===== src/rtl/mips_pkg.sv =====
// Shared MIPS pipeline definitions: control-vector bit positions and the
// write-back source select used by the WB stage.
package mips_pkg;

  localparam int CTL_W        = 11;
  localparam int CTL_REGWRITE = 0;
  localparam int CTL_MEMTOREG = 1;
  localparam int CTL_LINK     = 2;

  typedef enum logic [1:0] {
    WB_ALU  = 2'd0,
    WB_MEM  = 2'd1,
    WB_LINK = 2'd2
  } wb_sel_t;

  // LINK outranks MEMTOREG so JAL/JALR always write the return address.
  function automatic wb_sel_t wb_select(input logic [CTL_W-1:0] ctl);
    if (ctl[CTL_LINK])          return WB_LINK;
    else if (ctl[CTL_MEMTOREG]) return WB_MEM;
    else                        return WB_ALU;
  endfunction

endpackage


===== src/rtl/wb_mux.sv =====
// Combinational 3:1 write-back data select steered by a wb_sel_t code.
module wb_mux
  import mips_pkg::*;
#(
  parameter int SIZE = 32
) (
  input  wb_sel_t         sel,
  input  logic [SIZE-1:0] alu,
  input  logic [SIZE-1:0] mem,
  input  logic [SIZE-1:0] link,
  output logic [SIZE-1:0] y
);

  always_comb begin
    y = alu;
    unique case (sel)
      WB_MEM:  y = mem;
      WB_LINK: y = link;
      default: y = alu;
    endcase
  end

endmodule


===== src/rtl/wb_stage.sv =====
// MIPS write-back stage: stage register, one-deep write history for ID bypass
// and an optional retired-instruction counter (enabled by WB_RETIRE_CNT_EN).
module wb_stage
  import mips_pkg::*;
#(
  parameter int SIZE     = 32,
  parameter int AW       = $clog2(SIZE),
  parameter int RETIRE_W = 32
) (
  input  logic                clk,
  input  logic                rst_n,
  input  logic                valid_mem,
  input  logic [CTL_W-1:0]    control_mem,
  input  logic [SIZE-1:0]     ALUresult_MEM,
  input  logic [SIZE-1:0]     mem_rdata,
  input  logic [SIZE-1:0]     PC_4_MEM,
  input  logic [AW-1:0]       writeReg_MEM,
  output logic                reg_we,
  output logic [AW-1:0]       reg_waddr,
  output logic [SIZE-1:0]     reg_wdata,
  output logic                written,
  output logic                prev_we,
  output logic [AW-1:0]       prev_waddr,
  output logic [SIZE-1:0]     prev_wdata,
  output logic [RETIRE_W-1:0] retire_count
);

  logic            commit;
  logic [SIZE-1:0] wdata_sel;
  logic            unused_ctl;

  assign commit     = valid_mem & control_mem[CTL_REGWRITE] & (writeReg_MEM != '0);
  assign unused_ctl = ^control_mem[CTL_W-1:CTL_LINK+1];

  wb_mux #(.SIZE(SIZE)) u_mux (
    .sel  (wb_select(control_mem)),
    .alu  (ALUresult_MEM),
    .mem  (mem_rdata),
    .link (PC_4_MEM),
    .y    (wdata_sel)
  );

  // Stage and history ranks shift together; written is the same flop as reg_we.
  always_ff @(posedge clk or negedge rst_n) begin
    if (!rst_n) begin
      reg_we     <= 1'b0;
      reg_waddr  <= '0;
      reg_wdata  <= '0;
      prev_we    <= 1'b0;
      prev_waddr <= '0;
      prev_wdata <= '0;
    end else begin
      reg_we     <= commit;
      reg_waddr  <= writeReg_MEM;
      reg_wdata  <= wdata_sel;
      prev_we    <= reg_we;
      prev_waddr <= reg_waddr;
      prev_wdata <= reg_wdata;
    end
  end

  assign written = reg_we;

`ifdef WB_RETIRE_CNT_EN
  logic [RETIRE_W-1:0] retire_q;

  // Suppressed $zero writes still retire; wraps silently.
  always_ff @(posedge clk or negedge rst_n) begin
    if (!rst_n)         retire_q <= '0;
    else if (valid_mem) retire_q <= retire_q + 1'b1;
  end

  assign retire_count = retire_q;
`else
  assign retire_count = '0;
`endif

endmodule


===== config.mk =====
export PLATFORM = sky130hd
export DESIGN_NAME = wb_stage
export DESIGN_NICKNAME = d
export VERILOG_FILES = /design/src/rtl/mips_pkg.sv /design/src/rtl/wb_mux.sv /design/src/rtl/wb_stage.sv
export SDC_FILE = /design/constraint.sdc
export NUM_CORES = 1
export LEC_CHECK = 0
export CAP_MARGIN = 0
export CORE_UTILIZATION = 33
export CTS_BUF_LIST = sky130_fd_sc_hd__clkbuf_16
export CTS_CLUSTER_DIAMETER = 150
export DETAILED_ROUTE_END_ITERATION = 7
export PLACE_DENSITY = 0.8
export SYNTH_ARGS = -nofsm -noshare
export SYNTH_HDL_FRONTEND = slang
export SYNTH_SLANG_ARGS = --single-unit

===== constraint.sdc =====
create_clock -name clk -period 0.85 [get_ports clk]
set_input_delay 0.2125 -clock clk [delete_from_list [all_inputs] [get_ports clk]]
set_output_delay 0.2125 -clock clk [all_outputs]
set_load 0.1 [all_outputs]

==> run_results.csv <==
group,metric,value,unit
timing,fin_crit,1240,ps
floorplanning,initial_utilization,0.3436,
logic_synthesis,netlist_top_cells_area,"dfrtp_1 67%, mux2i_1 11%, buf_4 9.0%",
place,port_buffers,183,
logic_synthesis,avgSynthCellArea,13.02,um^2
timing,skew,10.71,ps
drt,via_count,2449,
setup_path,crit_buf_inv,1,
setup_path,crit_path_start,"reg_we",
pwr,power.density,2164,nW/um^2
clock_network,cts_tree,"done",
pwr,vdd_drop_max,1.084,mV
worst_hold_path,min_from,"writeReg_MEM[3]",
drt,drt_pass1_iterations,4,
drt,drc,0,
global_routing,overflow,0,
drt,met3_length,883,um
drt,drtIter0Drc,88,
pwr,clkPwrFrac,0.280,
layout,drive_above_1_share,0.4569,
drt,top_layer_used,"met4",
pwr,swShare,0.3920,
layout,nets,539,
logic_synthesis,async_flop_share,1.000,
clock_network,cts_buffers,9,
setup_path,crit_family,"flip-flops",
global_routing,grt_pass1_vias,2492,
setup_path,crit_type,"flop to output port",
layout,fill_cells,461,
place,gp_congestion,0.8059,
global_routing,antenna_found_initial,0,
floorplanning,io_pins,224,
drt,antenna_left,0,
logic_synthesis,ys_seq_area_frac,0.6670,
timing,final_hold_viol_count,0,
logic_synthesis,synth-seq-cells,76,
drt,wirelength,11010,um
timing,fmax,0.8064,GHz
worst_hold_path,hold_class,"primary input to flop",
global_routing,grt_max_degree,34,
clock_network,cts_root_buffer,"clkbuf_16",
timing,whs,27.72,ps
floorplanning,die_h,94.96,um
clock_network,clk_path_buf_depth,2,
layout,area_delta_synth_final,116.4,%
place,place_hpwl,7398,um
global_routing,grt_pass1_wl,14090,um
job,cap_violations,0,
run_status,violations,"setup timing",
drt,vias_per_cell,4.586,
clock_network,cts.sinks,76,
drt,wl_per_cell,20.62,um
logic_synthesis,ys.flop_type,"dfrtp_1",
run_status,status,"finished with violations",
setup_path,slowest_delay,520,ps
pwr,power_leakage,0.002650,uW
pwr,p_switching,5233,uW
timing,period_share,1.459,
setup_path,cp.arrival,1030,ps
layout,utilization,0.7436,
setup_path,cp.required,640,ps
timing,finalWorstSetupSlack,-390.0,ps
timing,drv_slew,0,
setup_path,path_cells,"buf_12",
logic_synthesis,netlist_area,2851,um^2
logic_synthesis,yosys.area.top_type,"dfrtp_1",
logic_synthesis,synth_cells,219,
logic_synthesis,yosys_warnings,0,
floorplanning,rows,33,
logic_synthesis,ys_top_cells_by_count,"76 x dfrtp_1, 34 x buf_4, 32 x mux2i_1, 32 x nand2_1, 32 x o21ai_0",
pwr,seqPwrFrac,0.331,
setup_path,r2r-start,"reg_wdata[21]",
setup_path,worst_setup_path_start_kind,"flop",
pwr,intPower,8118,uW
layout,diodes,0,
setup_path,endpoint_kind,"output port",
setup_path,cp_max_fo,3,
timing,rsz0062_at_grt,"yes",
logic_synthesis,yosysMostFrequentCell,"dfrtp_1",
floorplanning,die_area,9016,um^2
clock_network,h-tree-depth,3,
drt,met1_length,3465,um
global_routing,grt_usage,0.2227,
clock_network,cts.reportedPaths.clkPinSlew,60,ps
clock_network,insertion_delay,330,ps
timing,setup_violations,80,
pwr,p_comb_frac,0.389,
logic_synthesis,synth_edf_count,0,
drt,dr_wl_met2,6168,um
floorplanning,die_width,94.96,um
setup_path,slowest_stage,"dfrtp_4",
floorplanning,coreArea,8299,um^2
logic_synthesis,synth_top_cell_area_share,0.6670,
logic_synthesis,yosysUniqueCellTypes,11,
[metal layers]
layer  vias to the layer above  track usage
li1                       1069            -
met1                      1186       0.2010
met2                       156       0.4376
met3                        38      0.06039
met4                         0       0.1250
met5                         -            0
[final timing paths]
check / slack [ps] / cells past startpoint / to
max: -390 / 1 / reg_we
min: 30 / 1 / reg_waddr[3]
max reg2reg: 0 / 2 / prev_wdata[21]
min reg2reg: 450 / 0 / prev_wdata[19]
max in group asynchronous: 60 / 3 / prev_wdata[15]
min in group asynchronous: 300 / 2 / reg_wdata[22]
[registers in the layout, summed over array words and instances (netlist names)]
register / count
prev_we: 1
prev_waddr: 5
reg_wdata: 32
reg_waddr: 5
prev_wdata: 32
reg_we: 1
[cells in the final DEF (no fill, tap or decap)]
cell,instances
buf_12,81
buf_2,5
buf_4,15
buf_6,5
bufinv_16,1
clkbuf_16,9
clkdlybuf4s50_1,100
clkinv_1,2
clkinv_2,2
clkinvlp_4,1
conb_1,32
dfrtp_4,76
dlygate4sd3_1,1
inv_1,1
mux2i_1,32
nand2_1,32
o21ai_0,29
o21ai_1,3
o311a_1,1
or3_4,1
[per-stage QoR]
| step | TNS [ps] | setup slack [ps] | total power, uW | area [um^2] | instances |
|---|---|---|---|---|---|
| 4_1_cts | -27440 | -381.3 | 13260 | 6115 | 529 |
| 3_3_place_gp | -5880 | -578.1 | 9474 | 5778 | 505 |
| 2_1_floorplan | -307.8 | -194.4 | 7504 | 3269 | 250 |
| 6_report | -27240 | -390.0 | 13350 | 6171 | 534 |
| 5_1_grt | -28780 | -411.4 | 13710 | 6171 | 534 |
| 3_5_place_dp | -7140 | -607.5 | 9567 | 5778 | 505 |
[power by group through the flow]
stage,registers [uW],logic [uW],clock network (uW)
5_1_grt,4450,5310,3950
3_5_place_dp,4480,5090,0
4_1_cts,4410,5150,3710
6_report,4420,5200,3730
2_1_floorplan,6490,1010,0
3_3_place_gp,4440,5030,0
[what timing repair did]
item,4_1_cts,5_1_grt
hold buffers,1,0
endpoints found under the setup margin,79,79
endpoints found under the hold margin,71,0
setup buffers,7,5
resized for setup,14,7
pin swaps,2,0
[area by class of cell]
class / count / area [um^2] / share of cell area
Timing Repair Buffer: 207 / 2826 / 0.4580
Sequential cell: 76 / 2187 / 0.3544
Multi-Input combinational cell: 130 / 742.0 / 0.1202
Clock buffer: 9 / 225.2 / 0.03650
Tap cell: 105 / 131.4 / 0.02129
Clock inverter: 7 / 58.81 / 0.009530
[logic make-up after synthesis]
group | after synthesis | share of synthesized area
DFF | 76 | 0.6670
buffers and inverters | 44 | 0.1154
AOI/OAI and AO/OA | 33 | 0.05967
other | 1 | 0.001315
muxes | 32 | 0.1123
and+or+nand+nor | 33 | 0.04432
Note: power is estimated with default switching activity, not from simulation.
